## config.mk

```make
export PLATFORM = sky130hd
export DESIGN_NAME = tmr_fault_monitor
export DESIGN_NICKNAME = d
export VERILOG_FILES = /design/src/rtl/tmr_pkg.sv /design/src/rtl/tmr_sat_counter.sv /design/src/rtl/tmr_fault_monitor.sv
export SDC_FILE = /design/constraint.sdc
export NUM_CORES = 1
export LEC_CHECK = 0
export ABC_AREA = 1
export ABC_CLOCK_PERIOD_IN_PS = 3800
export BUFFER_PORTS_ARGS = -buffer_cell sky130_fd_sc_hd__buf_2
export CAP_MARGIN = 15
export CORE_UTILIZATION = 40
export CTS_CLUSTER_DIAMETER = 120
export CTS_CLUSTER_SIZE = 24
export DETAILED_ROUTE_END_ITERATION = 10
export PLACE_DENSITY = 0.59
export SLEW_MARGIN = 15
export SYNTH_ARGS = -nofsm -noshare
export SYNTH_HDL_FRONTEND = slang
export SYNTH_SLANG_ARGS = --single-unit
```

## constraint.sdc

```tcl
create_clock -name clk -period 3.8 [get_ports clk]
set_clock_uncertainty 0.15 [all_clocks]
set_input_delay 0.19 -clock clk [delete_from_list [all_inputs] [get_ports clk]]
set_output_delay 0.19 -clock clk [all_outputs]
set_load 0.02 [all_outputs]
```

## src/rtl/tmr_pkg.sv

```systemverilog
// Shared types and sample classification for the TMR fault monitor.
package tmr_pkg;

    typedef enum logic [1:0] {
        NORMAL  = 2'd0,
        SUSPECT = 2'd1,
        RECOVER = 2'd2,
        FATAL   = 2'd3
    } state_t;

    localparam logic [1:0] CORE_A    = 2'b00;
    localparam logic [1:0] CORE_B    = 2'b01;
    localparam logic [1:0] CORE_C    = 2'b10;
    localparam logic [1:0] CORE_NONE = 2'b11;

    typedef enum logic [2:0] {
        CL_CLEAN = 3'd0,
        CL_ODD_A = 3'd1,
        CL_ODD_B = 3'd2,
        CL_ODD_C = 3'd3,
        CL_NOMAJ = 3'd4
    } class_t;

    // cmp = {AB, BC, AC}; with one core retired only the surviving pair counts.
    function automatic class_t classify(input logic [2:0] cmp, input logic [2:0] dis);
        class_t c;
        c = CL_NOMAJ;
        case (dis)
            3'b000: begin
                case (cmp)
                    3'b111:  c = CL_CLEAN;
                    3'b010:  c = CL_ODD_A;
                    3'b001:  c = CL_ODD_B;
                    3'b100:  c = CL_ODD_C;
                    default: c = CL_NOMAJ;
                endcase
            end
            3'b001:  c = cmp[1] ? CL_CLEAN : CL_NOMAJ;
            3'b010:  c = cmp[0] ? CL_CLEAN : CL_NOMAJ;
            3'b100:  c = cmp[2] ? CL_CLEAN : CL_NOMAJ;
            default: c = CL_NOMAJ;
        endcase
        return c;
    endfunction

endpackage

```

## src/rtl/tmr_sat_counter.sv

```systemverilog
// Saturating up-counter used for the fault statistics.
module tmr_sat_counter #(
    parameter int unsigned W = 16
) (
    input  logic         clk,
    input  logic         rst,
    input  logic         inc,
    output logic [W-1:0] q
);

    localparam logic [W-1:0] ONE = 1;

    always_ff @(posedge clk or negedge rst) begin
        if (!rst) begin
            q <= '0;
        end else if (inc && (q != '1)) begin
            q <= q + ONE;
        end
    end

endmodule

```

## src/rtl/tmr_fault_monitor.sv

```systemverilog
// Fault manager behind the TMR voter: isolates the odd core, recovers or retires it,
// and latches fatal on loss of majority.
module tmr_fault_monitor
    import tmr_pkg::*;
#(
    parameter int unsigned PERSIST       = 4,
    parameter int unsigned RESYNC_CYCLES = 8,
    parameter int unsigned MAX_RECOV     = 3,
    parameter int unsigned CNT_W         = 16
) (
    input  logic             clk,
    input  logic             rst,
    input  logic             cmp_valid,
    input  logic [2:0]       cmp,
    output logic [2:0]       core_rst_n,
    output logic [2:0]       core_disable,
    output logic             stall,
    output logic [1:0]       fault_core,
    output logic             resync_done,
    output logic             fatal,
    output logic [CNT_W-1:0] err_cnt_a,
    output logic [CNT_W-1:0] err_cnt_b,
    output logic [CNT_W-1:0] err_cnt_c,
    output logic [CNT_W-1:0] transient_cnt
);

    localparam int unsigned PW = $clog2(PERSIST + 1);
    localparam int unsigned RW = (MAX_RECOV > 0) ? $clog2(MAX_RECOV + 1) : 1;
    localparam int unsigned TW = $clog2(RESYNC_CYCLES + 1);

    state_t          state;
    logic [PW-1:0]   persist;
    logic [RW-1:0]   recov_cnt [3];
    logic [TW-1:0]   resync_left;

    class_t          cls;
    logic            sample;
    logic            is_odd;
    logic [1:0]      odd_id;
    logic [RW-1:0]   odd_recov;
    logic [PW-1:0]   p_new;
    logic            p_hit;
    logic [2:0]      inc_err;
    logic            inc_trans;

    assign cls    = classify(cmp, core_disable);
    assign sample = cmp_valid && ((state == NORMAL) || (state == SUSPECT));

    always_comb begin
        odd_id    = CORE_NONE;
        odd_recov = '0;
        case (cls)
            CL_ODD_A: begin odd_id = CORE_A; odd_recov = recov_cnt[0]; end
            CL_ODD_B: begin odd_id = CORE_B; odd_recov = recov_cnt[1]; end
            CL_ODD_C: begin odd_id = CORE_C; odd_recov = recov_cnt[2]; end
            default:  begin odd_id = CORE_NONE; odd_recov = '0; end
        endcase
    end

    assign is_odd = (odd_id != CORE_NONE);
    // persist restarts at 1 whenever the suspected core changes or we come from NORMAL
    assign p_new  = ((state == SUSPECT) && (fault_core == odd_id)) ? (persist + PW'(1)) : PW'(1);
    assign p_hit  = (p_new == PW'(PERSIST));

    assign inc_err[0] = sample && (odd_id == CORE_A);
    assign inc_err[1] = sample && (odd_id == CORE_B);
    assign inc_err[2] = sample && (odd_id == CORE_C);
    assign inc_trans  = sample && (state == SUSPECT) && (cls == CL_CLEAN);

    always_ff @(posedge clk or negedge rst) begin
        if (!rst) begin
            state        <= NORMAL;
            persist      <= '0;
            resync_left  <= '0;
            core_rst_n   <= 3'b111;
            core_disable <= '0;
            stall        <= 1'b0;
            fault_core   <= CORE_NONE;
            resync_done  <= 1'b0;
            fatal        <= 1'b0;
            for (int unsigned i = 0; i < 3; i++) recov_cnt[i] <= '0;
        end else begin
            resync_done <= 1'b0;
            case (state)
                NORMAL, SUSPECT: begin
                    if (cmp_valid) begin
                        if (cls == CL_CLEAN) begin
                            state      <= NORMAL;
                            fault_core <= CORE_NONE;
                            persist    <= '0;
                        end else if (!is_odd) begin
                            state <= FATAL;
                            fatal <= 1'b1;
                            stall <= 1'b1;
                        end else if (!p_hit) begin
                            state      <= SUSPECT;
                            fault_core <= odd_id;
                            persist    <= p_new;
                        end else if (odd_recov == RW'(MAX_RECOV)) begin
                            core_disable[odd_id] <= 1'b1;
                            core_rst_n[odd_id]   <= 1'b0;
                            state                <= NORMAL;
                            fault_core           <= CORE_NONE;
                            persist              <= '0;
                        end else begin
                            core_rst_n[odd_id] <= 1'b0;
                            stall              <= 1'b1;
                            state              <= RECOVER;
                            fault_core         <= odd_id;
                            persist            <= '0;
                            resync_left        <= TW'(RESYNC_CYCLES - 1);
                        end
                    end
                end
                RECOVER: begin
                    if (resync_left == '0) begin
                        core_rst_n[fault_core] <= 1'b1;
                        recov_cnt[fault_core]  <= recov_cnt[fault_core] + RW'(1);
                        stall                  <= 1'b0;
                        resync_done            <= 1'b1;
                        state                  <= NORMAL;
                        fault_core             <= CORE_NONE;
                    end else begin
                        resync_left <= resync_left - TW'(1);
                    end
                end
                default: begin
                end
            endcase
        end
    end

    tmr_sat_counter #(.W(CNT_W)) u_err_a (.clk(clk), .rst(rst), .inc(inc_err[0]), .q(err_cnt_a));
    tmr_sat_counter #(.W(CNT_W)) u_err_b (.clk(clk), .rst(rst), .inc(inc_err[1]), .q(err_cnt_b));
    tmr_sat_counter #(.W(CNT_W)) u_err_c (.clk(clk), .rst(rst), .inc(inc_err[2]), .q(err_cnt_c));
    tmr_sat_counter #(.W(CNT_W)) u_trans (.clk(clk), .rst(rst), .inc(inc_trans),  .q(transient_cnt));

endmodule
```

==> tab_implementation.tex, run 1 <==
\begin{tabular}{lr}
\hline
Metric & Value \\
\hline
\multicolumn{2}{l}{\textbf{Power}} \\
\quad Peak supply drop & 0.184 mV \\
\quad Leakage power of the design & 2.94 nW \\
\quad Final Total Pwr & 0.00242 W \\
\quad Power density of the placed cells & 411 mW/mm2 \\
\multicolumn{2}{l}{\textbf{Critical path}} \\
\quad Minimum setup slack among reg-to-reg paths & 1450 ps \\
\quad Start point of the critical path & core\_disable[1]\$\_DFFE\_PN0P\_ \\
\quad Stage delay of the slowest cell on the critical path & 520 ps \\
\quad Critical setup path kind & flip-flop to flip-flop \\
\quad Start of the worst register-to-register path & core\_disable[1]\$\_DFFE\_PN0P\_ \\
\quad CP required & 3870 ps \\
\quad Data arrival time at the worst-slack endpoint & 2420 ps \\
\quad Kind of start point of the critical path & flip-flop \\
\quad Worst R2R Path Depth & 10 \\
\quad Slowest cell on the critical path & sky130\_fd\_sc\_hd\_\_nor2\_1 \\
\quad Max Fanout on Critical Path & 11 \\
\quad List of cells traversed by the critical path & nor2\_4 > nand2\_4 > nor2\_8 > nand2\_2 > nor2\_4 > nand2\_1 > nor2\_1 > inv\_1 > nand2\_1 > o21ai\_0 \\
\quad Crit path to & u\_err\_b.q[13]\$\_DFFE\_PN0P\_ \\
\quad Type of element capturing the critical path & flip-flop \\
\quad Worst reg2reg endpoint & u\_err\_b.q[13]\$\_DFFE\_PN0P\_ \\
\multicolumn{2}{l}{\textbf{Logic synthesis}} \\
\quad Mean cell area of the mapped netlist & 8.43 um2 \\
\quad Fraction of the yosys area taken by sequential cells & 45.2\% \\
\quad Synth Warn \# & 0 \\
\quad Count of unique library cells instantiated by Yosys & 38 \\
\quad Area of the mapped netlist & 0.00499 mm2 \\
\quad Synth Net Count & 604 \\
\quad Syn Inst Count & 592 \\
\quad \#FFs+latches synth & 90 \\
\multicolumn{2}{l}{\textbf{Clock tree}} \\
\quad Number of H-tree branching levels & 3 \\
\quad Clock latency at the later pin of the worst-skew pair & 350 ps \\
\quad Post-CTS Resized & 0 \\
\quad Hold buffers post-CTS & 1 \\
\quad Maximum buffer depth of the clock tree & 2 \\
\quad Number of clock sinks seen by CTS & 90 \\
\quad Root cell of the clock tree & sky130\_fd\_sc\_hd\_\_clkbuf\_16 \\
\quad TritonCTS clock tree & done \\
\quad Clock-pin slew of the registers on the worst-case setup and hold paths & 70 ps \\
\quad Post-CTS Repair Setup Buffers & 0 \\
\quad TritonCTS buffer count & 9 \\
\multicolumn{2}{l}{\textbf{Route}} \\
\quad Wire length per cell & 12.7 um \\
\quad Via Count & 4117 \\
\quad First-pass iteration count of the detailed router & 4 \\
\quad Via/cell ratio & 4.82 \\
\quad Total DRC errors in the routed layout & 0 \\
\quad Wirelength, routed & 10800 um \\
\quad Number of antenna-violating nets in the routed design & 0 \\
\quad Drt first-iter violations & 208 \\
\multicolumn{2}{l}{\textbf{Place}} \\
\quad Final estimated routing congestion in global placement & 0.832 \\
\quad Number of port buffers & 80 \\
\quad Hpwl dp & 8090 um \\
\multicolumn{2}{l}{\textbf{GRT}} \\
\quad Gr usage total & 18.0\% \\
\quad Number of antenna violations at the first check in global routing & 0 \\
\quad Largest net degree at the start of global routing & 78 \\
\quad Number of global-route vias before repair & 3929 \\
\quad GR Overflow Total & 0 \\
\quad Wire length of the first global-routing pass & 18500 um \\
\multicolumn{2}{l}{\textbf{Timing}} \\
\quad Setup Viol. Count Final & 0 \\
\quad Number of pins with negative max-slew slack in the final report & 0 \\
\quad Final-report hold violation count & 0 \\
\quad Fmax & 425 MHz \\
\quad Minimum clock period & 2350 ps \\
\quad Final worst path period share & 61.9\% \\
\quad Measured slew at the worst slew-check pin & 980 ps \\
\quad Setup repair after global routing missed its margin & no \\
\quad Slew Limit Headroom & 34.7\% \\
\quad Total negative slack & 0 ps \\
\multicolumn{2}{l}{\textbf{Die}} \\
\quad Die Span Y & 114 um \\
\quad Horizontal die dimension & 114 um \\
\quad Number of rows created at floorplan & 40 \\
\quad Core box area & 0.0121 mm2 \\
\quad Die area & 0.0129 mm2 \\
\quad Effective utilization at floorplan & 41.2\% \\
\quad I/O pin count & 81 \\
\multicolumn{2}{l}{\textbf{Run}} \\
\quad Number of maximum-capacitance constraint violations & 0 \\
\multicolumn{2}{l}{\textbf{Final layout}} \\
\quad Ratio of cells with drive above 1 in the final layout & 22.4\% \\
\quad Count of nets after finishing & 694 \\
\quad Area added between synthesis and finish & 18.4\% \\
\quad Diodes inserted & 0 \\
\multicolumn{2}{l}{\textbf{Min path}} \\
\quad Type of the tightest min-delay check & primary input to flip-flop \\
\quad Startpoint of the lowest-slack hold path & cmp\_valid \\
\multicolumn{2}{l}{\textbf{Run status}} \\
\quad Run status & finished clean \\
\hline
\end{tabular}
cell type report:
type | instances | area [um2]
Tap cell | 168 | 210
Multi-Input combinational cell | 425 | 2430
Fill cell | 1208 | 6200
Clock buffer | 11 | 243
Clock inverter | 5 | 61.3
Sequential cell | 90 | 2260
Timing Repair Buffer | 83 | 428
Inverter | 73 | 275
sequential cells by signal, indices dropped and copies added, names as in the netlist:
signal        count
stall             1
core_disable      3
state             2
u_trans.q        16
u_err_b.q        16
u_err_c.q        16
fatal             1
fault_core        2
recov_cnt         6
persist           3
core_rst_n        3
u_err_a.q        16
resync_done       1
resync_left       4
metal layers:
layer	share of wire [%]	global-route usage, %	up-vias
met4	1.3	7.19	0
met3	3.7	3.72	13
met2	46	28.5	81
met5	0	0	-
li1	-	-	2077
met1	49	24.0	1946
kinds of logic after synthesis:
group / synth area share (%)
and+or+nand+nor: 30.7
buffers and inverters: 6.04
DFF: 45.2
adders and majority gates: 1.50
AOI/OAI and AO/OA: 4.41
xor gates and xnor gates: 11.4
muxes: 0.677
synth_stat cells:
library cell               instances  share of area (%)
sky130_fd_sc_hd__nor2_1           54                4.1
sky130_fd_sc_hd__a21oi_1           6               0.60
sky130_fd_sc_hd__clkinv_2          1               0.10
sky130_fd_sc_hd__o21a_1            1               0.15
sky130_fd_sc_hd__buf_2             3               0.30
sky130_fd_sc_hd__nand3_4           1               0.35
sky130_fd_sc_hd__nand3_2           2               0.40
sky130_fd_sc_hd__buf_6             1               0.23
sky130_fd_sc_hd__nand3b_1          2               0.30
sky130_fd_sc_hd__inv_2             8               0.60
sky130_fd_sc_hd__xor2_1           48                8.4
sky130_fd_sc_hd__dfstp_2           5                2.6
sky130_fd_sc_hd__a22oi_1           1               0.15
sky130_fd_sc_hd__or2_2             1               0.13
sky130_fd_sc_hd__mux2_2            3               0.68
sky130_fd_sc_hd__nor4_2            1               0.25
sky130_fd_sc_hd__nand2_4           3               0.68
sky130_fd_sc_hd__inv_1            64                4.8
sky130_fd_sc_hd__nand2_2           8                1.0
sky130_fd_sc_hd__xnor2_1          17                3.0
sky130_fd_sc_hd__nand4_1          14                1.8
sky130_fd_sc_hd__nand2_1         136                 10
sky130_fd_sc_hd__a31oi_2           1               0.25
sky130_fd_sc_hd__ha_1              6                1.5
sky130_fd_sc_hd__a31oi_1           2               0.25
sky130_fd_sc_hd__o211ai_1          1               0.15
sky130_fd_sc_hd__nor2_2            8                1.0
sky130_fd_sc_hd__nor2_4            9                2.0
sky130_fd_sc_hd__nor4_1            7               0.88
sky130_fd_sc_hd__a21o_1            1               0.15
sky130_fd_sc_hd__nor3_4            1               0.33
sky130_fd_sc_hd__nor2_8            2               0.80
sky130_fd_sc_hd__nand3_1          43                4.3
sky130_fd_sc_hd__nor3_2            3               0.60
sky130_fd_sc_hd__o21ai_0          26                2.6
sky130_fd_sc_hd__o21ai_1           1               0.10
sky130_fd_sc_hd__nor3_1           16                1.6
sky130_fd_sc_hd__dfrtp_1          85                 43
worst min-delay path by stage:
stage | to | slack (ps) | depth (start not counted)
2_1_floorplan | core_disable[0]$_DFFE_PN0P_ | -260 | 0
6_report | core_disable[1]$_DFFE_PN0P_ | 110 | 5
3_3_place_gp | persist[2]$_DFFE_PN0P_ | 270 | 1
3_5_place_dp | persist[2]$_DFFE_PN0P_ | 280 | 1
5_1_grt | core_disable[0]$_DFFE_PN0P_ | 150 | 5
4_1_cts | core_disable[1]$_DFFE_PN0P_ | 110 | 5
layout by cell type (no fill, tap or decap), types with 2 or more instances in the layout:
cell / synthesis / final
sky130_fd_sc_hd__buf_2: 3 / 79
sky130_fd_sc_hd__mux2_2: 3 / 3
sky130_fd_sc_hd__nor2_4: 9 / 9
sky130_fd_sc_hd__nor2_8: 2 / 2
sky130_fd_sc_hd__nand2_2: 8 / 8
sky130_fd_sc_hd__nand2_4: 3 / 3
sky130_fd_sc_hd__ha_1: 6 / 6
sky130_fd_sc_hd__dfrtp_1: 85 / 85
sky130_fd_sc_hd__nand3b_1: 2 / 2
sky130_fd_sc_hd__o21ai_0: 26 / 26
sky130_fd_sc_hd__xnor2_1: 17 / 17
sky130_fd_sc_hd__xor2_1: 48 / 48
sky130_fd_sc_hd__a21oi_1: 6 / 6
sky130_fd_sc_hd__nand3_1: 43 / 43
sky130_fd_sc_hd__a31oi_1: 2 / 2
sky130_fd_sc_hd__dfstp_2: 5 / 5
sky130_fd_sc_hd__nor4_1: 7 / 7
sky130_fd_sc_hd__nor2_2: 8 / 8
sky130_fd_sc_hd__nor3_1: 16 / 16
sky130_fd_sc_hd__nand2_1: 136 / 136
sky130_fd_sc_hd__clkinvlp_4: 0 / 3
sky130_fd_sc_hd__inv_2: 8 / 8
sky130_fd_sc_hd__nand3_2: 2 / 2
sky130_fd_sc_hd__clkbuf_16: 0 / 9
sky130_fd_sc_hd__inv_1: 64 / 64
sky130_fd_sc_hd__nor2_1: 54 / 54
sky130_fd_sc_hd__nand4_1: 14 / 14
sky130_fd_sc_hd__nor3_2: 3 / 3
sky130_fd_sc_hd__buf_4: 0 / 3
where the power goes:
| part | leakage (nW) | total (W) | switching [W] | internal, W |
|---|---|---|---|---|
| sequential | 1.13 | 0.00108 | 0.0000549 | 0.00103 |
| combinational | 1.67 | 0.000415 | 0.000286 | 0.000129 |
| clock | 0.138 | 0.000929 | 0.000398 | 0.000531 |
worst max-delay path, delay by kind of cell (launching register included):
kind	cells	cell delay [ps]
compound gates	1	80
buf+inv	1	250
simple gates	8	1310
flops	1	430
per-stage QoR:
step           hold WS (ps)  instances  setup slack (ps)  area, um2  util (%)
6_report                113        855              1450       5910      48.8
5_1_grt                 152        855              1190       5910      48.8
2_1_floorplan          -256        592              1750       4990         -
4_1_cts                 107        855              1460       5910      48.8
3_5_place_dp            276        838              1470       5590      46.2
3_3_place_gp            269        838              1590       5590      46.2
(Power assumes the default switching activity.)
==> inputs of run 2 (changes only) <==
ABC_CLOCK_PERIOD_IN_PS = 2470   (was 3800)
clock period = 2.47 ns   (was 3.8 ns; I/O delays follow)
==> run 2 against run 1 <==
Sequential power grew 54%; sequential share of layout area shrank 0.35 points; cell area up 0.91%; worst setup slack lost 1100 ps; first-iteration DRC count down 28%; clock power rose by 64%; critical endpoint is now u_trans.q[8]$_DFFE_PN0P_; critical path type unchanged; register-to-register slack got worse by 1100 ps; non-clock buffer count increased by 2.
==> tab_implementation.tex, run 2 (synthesis gave the netlist of run 1 again) <==
\begin{tabular}{lr}
\hline
Metric & Value \\
\hline
\multicolumn{2}{l}{\textbf{Die}} \\
\quad Die area & 0.0129 mm2 \\
\quad Effective utilization at floorplan & 41.2\% \\
\quad Die Span Y & 114 um \\
\quad Horizontal die dimension & 114 um \\
\quad I/O pin count & 81 \\
\quad Core box area & 0.0121 mm2 \\
\quad Number of rows created at floorplan & 40 \\
\multicolumn{2}{l}{\textbf{Critical path}} \\
\quad Minimum setup slack among reg-to-reg paths & 330 ps \\
\quad CP required & 2560 ps \\
\quad Slowest cell on the critical path & sky130\_fd\_sc\_hd\_\_dfrtp\_1 \\
\quad CP dominant cell by count & sky130\_fd\_sc\_hd\_\_nand2\_1 \\
\quad Kind of start point of the critical path & flip-flop \\
\quad Worst reg2reg endpoint & u\_trans.q[8]\$\_DFFE\_PN0P\_ \\
\quad Data arrival time at the worst-slack endpoint & 2220 ps \\
\quad Max Fanout on Critical Path & 15 \\
\quad Crit path buffers/inverters & 1 \\
\quad Stage delay of the slowest cell on the critical path & 430 ps \\
\quad Worst R2R Path Depth & 11 \\
\quad Start point of the critical path & core\_disable[1]\$\_DFFE\_PN0P\_ \\
\quad Start of the worst register-to-register path & core\_disable[1]\$\_DFFE\_PN0P\_ \\
\quad Cell family with the largest share of critical-path delay & simple AND/OR/NAND/NOR gates \\
\quad Type of element capturing the critical path & flip-flop \\
\quad Critical setup path kind & flip-flop to flip-flop \\
\quad List of cells traversed by the critical path & nor2\_4 > nand2\_1 > nand2\_1 > nand2\_1 > a21oi\_1 > nand3\_2 > inv\_2 > nand2\_2 > nor2\_1 > nand3\_1 > xnor2\_1 \\
\multicolumn{2}{l}{\textbf{Timing}} \\
\quad Slew Limit Headroom & 62.2\% \\
\quad Setup repair after global routing missed its margin & no \\
\quad Total negative slack & 0 ps \\
\quad Final worst path period share & 86.5\% \\
\quad Fmax & 468 MHz \\
\quad Number of pins with negative max-slew slack in the final report & 0 \\
\quad Measured slew at the worst slew-check pin & 567 ps \\
\quad Setup Viol. Count Final & 0 \\
\quad Final-report hold violation count & 0 \\
\quad Minimum clock period & 2140 ps \\
\multicolumn{2}{l}{\textbf{Min path}} \\
\quad Hold path depth & 5 \\
\quad End of the worst hold path & core\_disable[2]\$\_DFFE\_PN0P\_ \\
\quad Type of the tightest min-delay check & primary input to flip-flop \\
\quad Startpoint of the lowest-slack hold path & cmp\_valid \\
\multicolumn{2}{l}{\textbf{Route}} \\
\quad Total DRC errors in the routed layout & 0 \\
\quad Wire length per cell & 12.5 um \\
\quad Via Count & 4116 \\
\quad Via/cell ratio & 4.80 \\
\quad First-pass iteration count of the detailed router & 4 \\
\quad Drt first-iter violations & 150 \\
\quad Wirelength, routed & 10700 um \\
\quad Number of antenna-violating nets in the routed design & 0 \\
\multicolumn{2}{l}{\textbf{Final layout}} \\
\quad Area taken by multi-input logic gates & 0.00243 mm2 \\
\quad Number of standard cells in the final layout excluding fillers & 857 \\
\quad Count of nets after finishing & 696 \\
\quad Ratio of cells with drive above 1 in the final layout & 22.6\% \\
\quad Most common library cell in the layout ignoring fill and taps & sky130\_fd\_sc\_hd\_\_nand2\_1 \\
\quad Area added between synthesis and finish & 19.4\% \\
\quad Footprint of the flip-flops and latches & 0.00226 mm2 \\
\quad Most used cells in the layout excluding fill and tap cells & sky130\_fd\_sc\_hd\_\_nand2\_1 (136), sky130\_fd\_sc\_hd\_\_dfrtp\_1 (85), sky130\_fd\_sc\_hd\_\_buf\_2 (79) \\
\quad Number of filler cells placed in the layout & 1186 \\
\quad Diodes inserted & 0 \\
\multicolumn{2}{l}{\textbf{Clock tree}} \\
\quad Number of clock sinks seen by CTS & 90 \\
\quad Maximum buffer depth of the clock tree & 2 \\
\quad Clock latency at the later pin of the worst-skew pair & 350 ps \\
\quad Hold buffers post-CTS & 1 \\
\quad Number of H-tree branching levels & 3 \\
\quad TritonCTS clock tree & done \\
\quad Post-CTS Resized & 0 \\
\quad Clock-pin slew of the registers on the worst-case setup and hold paths & 70 ps \\
\quad Post-CTS Repair Setup Buffers & 0 \\
\quad Root cell of the clock tree & sky130\_fd\_sc\_hd\_\_clkbuf\_16 \\
\quad TritonCTS buffer count & 9 \\
\multicolumn{2}{l}{\textbf{Power}} \\
\quad Peak supply drop & 0.273 mV \\
\quad Leakage power of the design & 2.98 nW \\
\quad Logic gate share of total power & 16.9\% \\
\quad Sequential group share of total power & 43.4\% \\
\quad Net Sw Frac & 28.6\% \\
\quad Total internal power & 0.00273 W \\
\quad Clock power share & 39.8\% \\
\quad Power density of the placed cells & 642 mW/mm2 \\
\quad Net switching component of the power & 0.00109 W \\
\multicolumn{2}{l}{\textbf{Run status}} \\
\quad Run status & finished clean \\
\multicolumn{2}{l}{\textbf{GRT}} \\
\quad Gr usage total & 17.9\% \\
\quad Largest net degree at the start of global routing & 51 \\
\quad Number of global-route vias before repair & 3989 \\
\quad Wire length of the first global-routing pass & 18300 um \\
\quad GR Overflow Total & 0 \\
\quad Number of antenna violations at the first check in global routing & 0 \\
\multicolumn{2}{l}{\textbf{Place}} \\
\quad Number of port buffers & 80 \\
\quad Hpwl dp & 8090 um \\
\quad Placed Instances & 840 \\
\quad Final estimated routing congestion in global placement & 0.863 \\
\multicolumn{2}{l}{\textbf{Run}} \\
\quad Number of maximum-capacitance constraint violations & 0 \\
\hline
\end{tabular}
-- run 2: cell types whose count changed in the layout (fill, tap and decap cells not counted) --
cell and change:
sky130_fd_sc_hd__clkbuf_8 +1, sky130_fd_sc_hd__clkinv_2 +1, sky130_fd_sc_hd__buf_4 +1, sky130_fd_sc_hd__clkinvlp_4 -3
sky130_fd_sc_hd__buf_12 +1, sky130_fd_sc_hd__bufinv_16 +1
-- run 2: metrics by stage --
step / instance area [um2] / setup slack [ps] / power (W) / hold WS, ps / util, %
after floorplan: 4990 / 424 / 0.00214 / -322 / -
after global placement: 5620 / 363 / 0.00233 / 5.67 / 46.4
after detailed placement: 5620 / 330 / 0.00233 / 9.34 / 46.4
after CTS: 5960 / 313 / 0.00388 / 32.6 / 49.2
after global routing: 5960 / 71.9 / 0.00404 / 78.3 / 49.2
final: 5960 / 333 / 0.00383 / 55.0 / 49.2
-- run 2: how the worst max path moves through the flow --
| stage | endpoint | cells past startpoint | slack [ps] |
|---|---|---|---|
| after detailed placement | u_trans.q[8]$_DFFE_PN0P_ | 11 | 330 |
| after global placement | u_err_b.q[6]$_DFFE_PN0P_ | 9 | 360 |
| final | u_trans.q[8]$_DFFE_PN0P_ | 11 | 330 |
| after CTS | u_trans.q[8]$_DFFE_PN0P_ | 11 | 310 |
| after global routing | u_trans.q[4]$_DFFE_PN0P_ | 12 | 70 |
| after floorplan | u_err_a.q[6]$_DFFE_PN0P_ | 10 | 420 |
-- run 2: metal layers --
metal,share of wire [%],up-vias,track usage [%]
met5,0,-,0
met4,2.1,0,9.04
met3,4.5,16,3.03
met2,47,92,29.1
met1,47,1928,23.2
li1,-,2080,-
-- run 2: worst reg2reg max path, cell delays in order, from the launching register on --
cell	delay, ps
sky130_fd_sc_hd__dfrtp_1	430
sky130_fd_sc_hd__nor2_4	150
sky130_fd_sc_hd__nand2_1	60
sky130_fd_sc_hd__nand2_1	50
sky130_fd_sc_hd__nand2_1	40
sky130_fd_sc_hd__a21oi_1	240
sky130_fd_sc_hd__nand3_2	160
sky130_fd_sc_hd__inv_2	100
sky130_fd_sc_hd__nand2_2	180
sky130_fd_sc_hd__nor2_1	210
sky130_fd_sc_hd__nand3_1	110
sky130_fd_sc_hd__xnor2_1	140
-- run 2: layout make-up --
cell class,instances,area share (%)
clock inverter,4,1.24
multi-input combinational,425,40.8
inverter,73,4.62
timing repair buffer,85,7.64
tap,168,3.53
clock buffer,12,4.30
sequential,90,37.9
-- run 2: power groups by stage --
stage               clock [W]  sequential (W)  combinational [W]
floorplan                   0         0.00171           0.000433
global placement            0         0.00169           0.000640
detailed placement          0         0.00169           0.000647
CTS                   0.00157         0.00166           0.000651
global route          0.00162         0.00168           0.000749
finish                0.00152         0.00166           0.000645
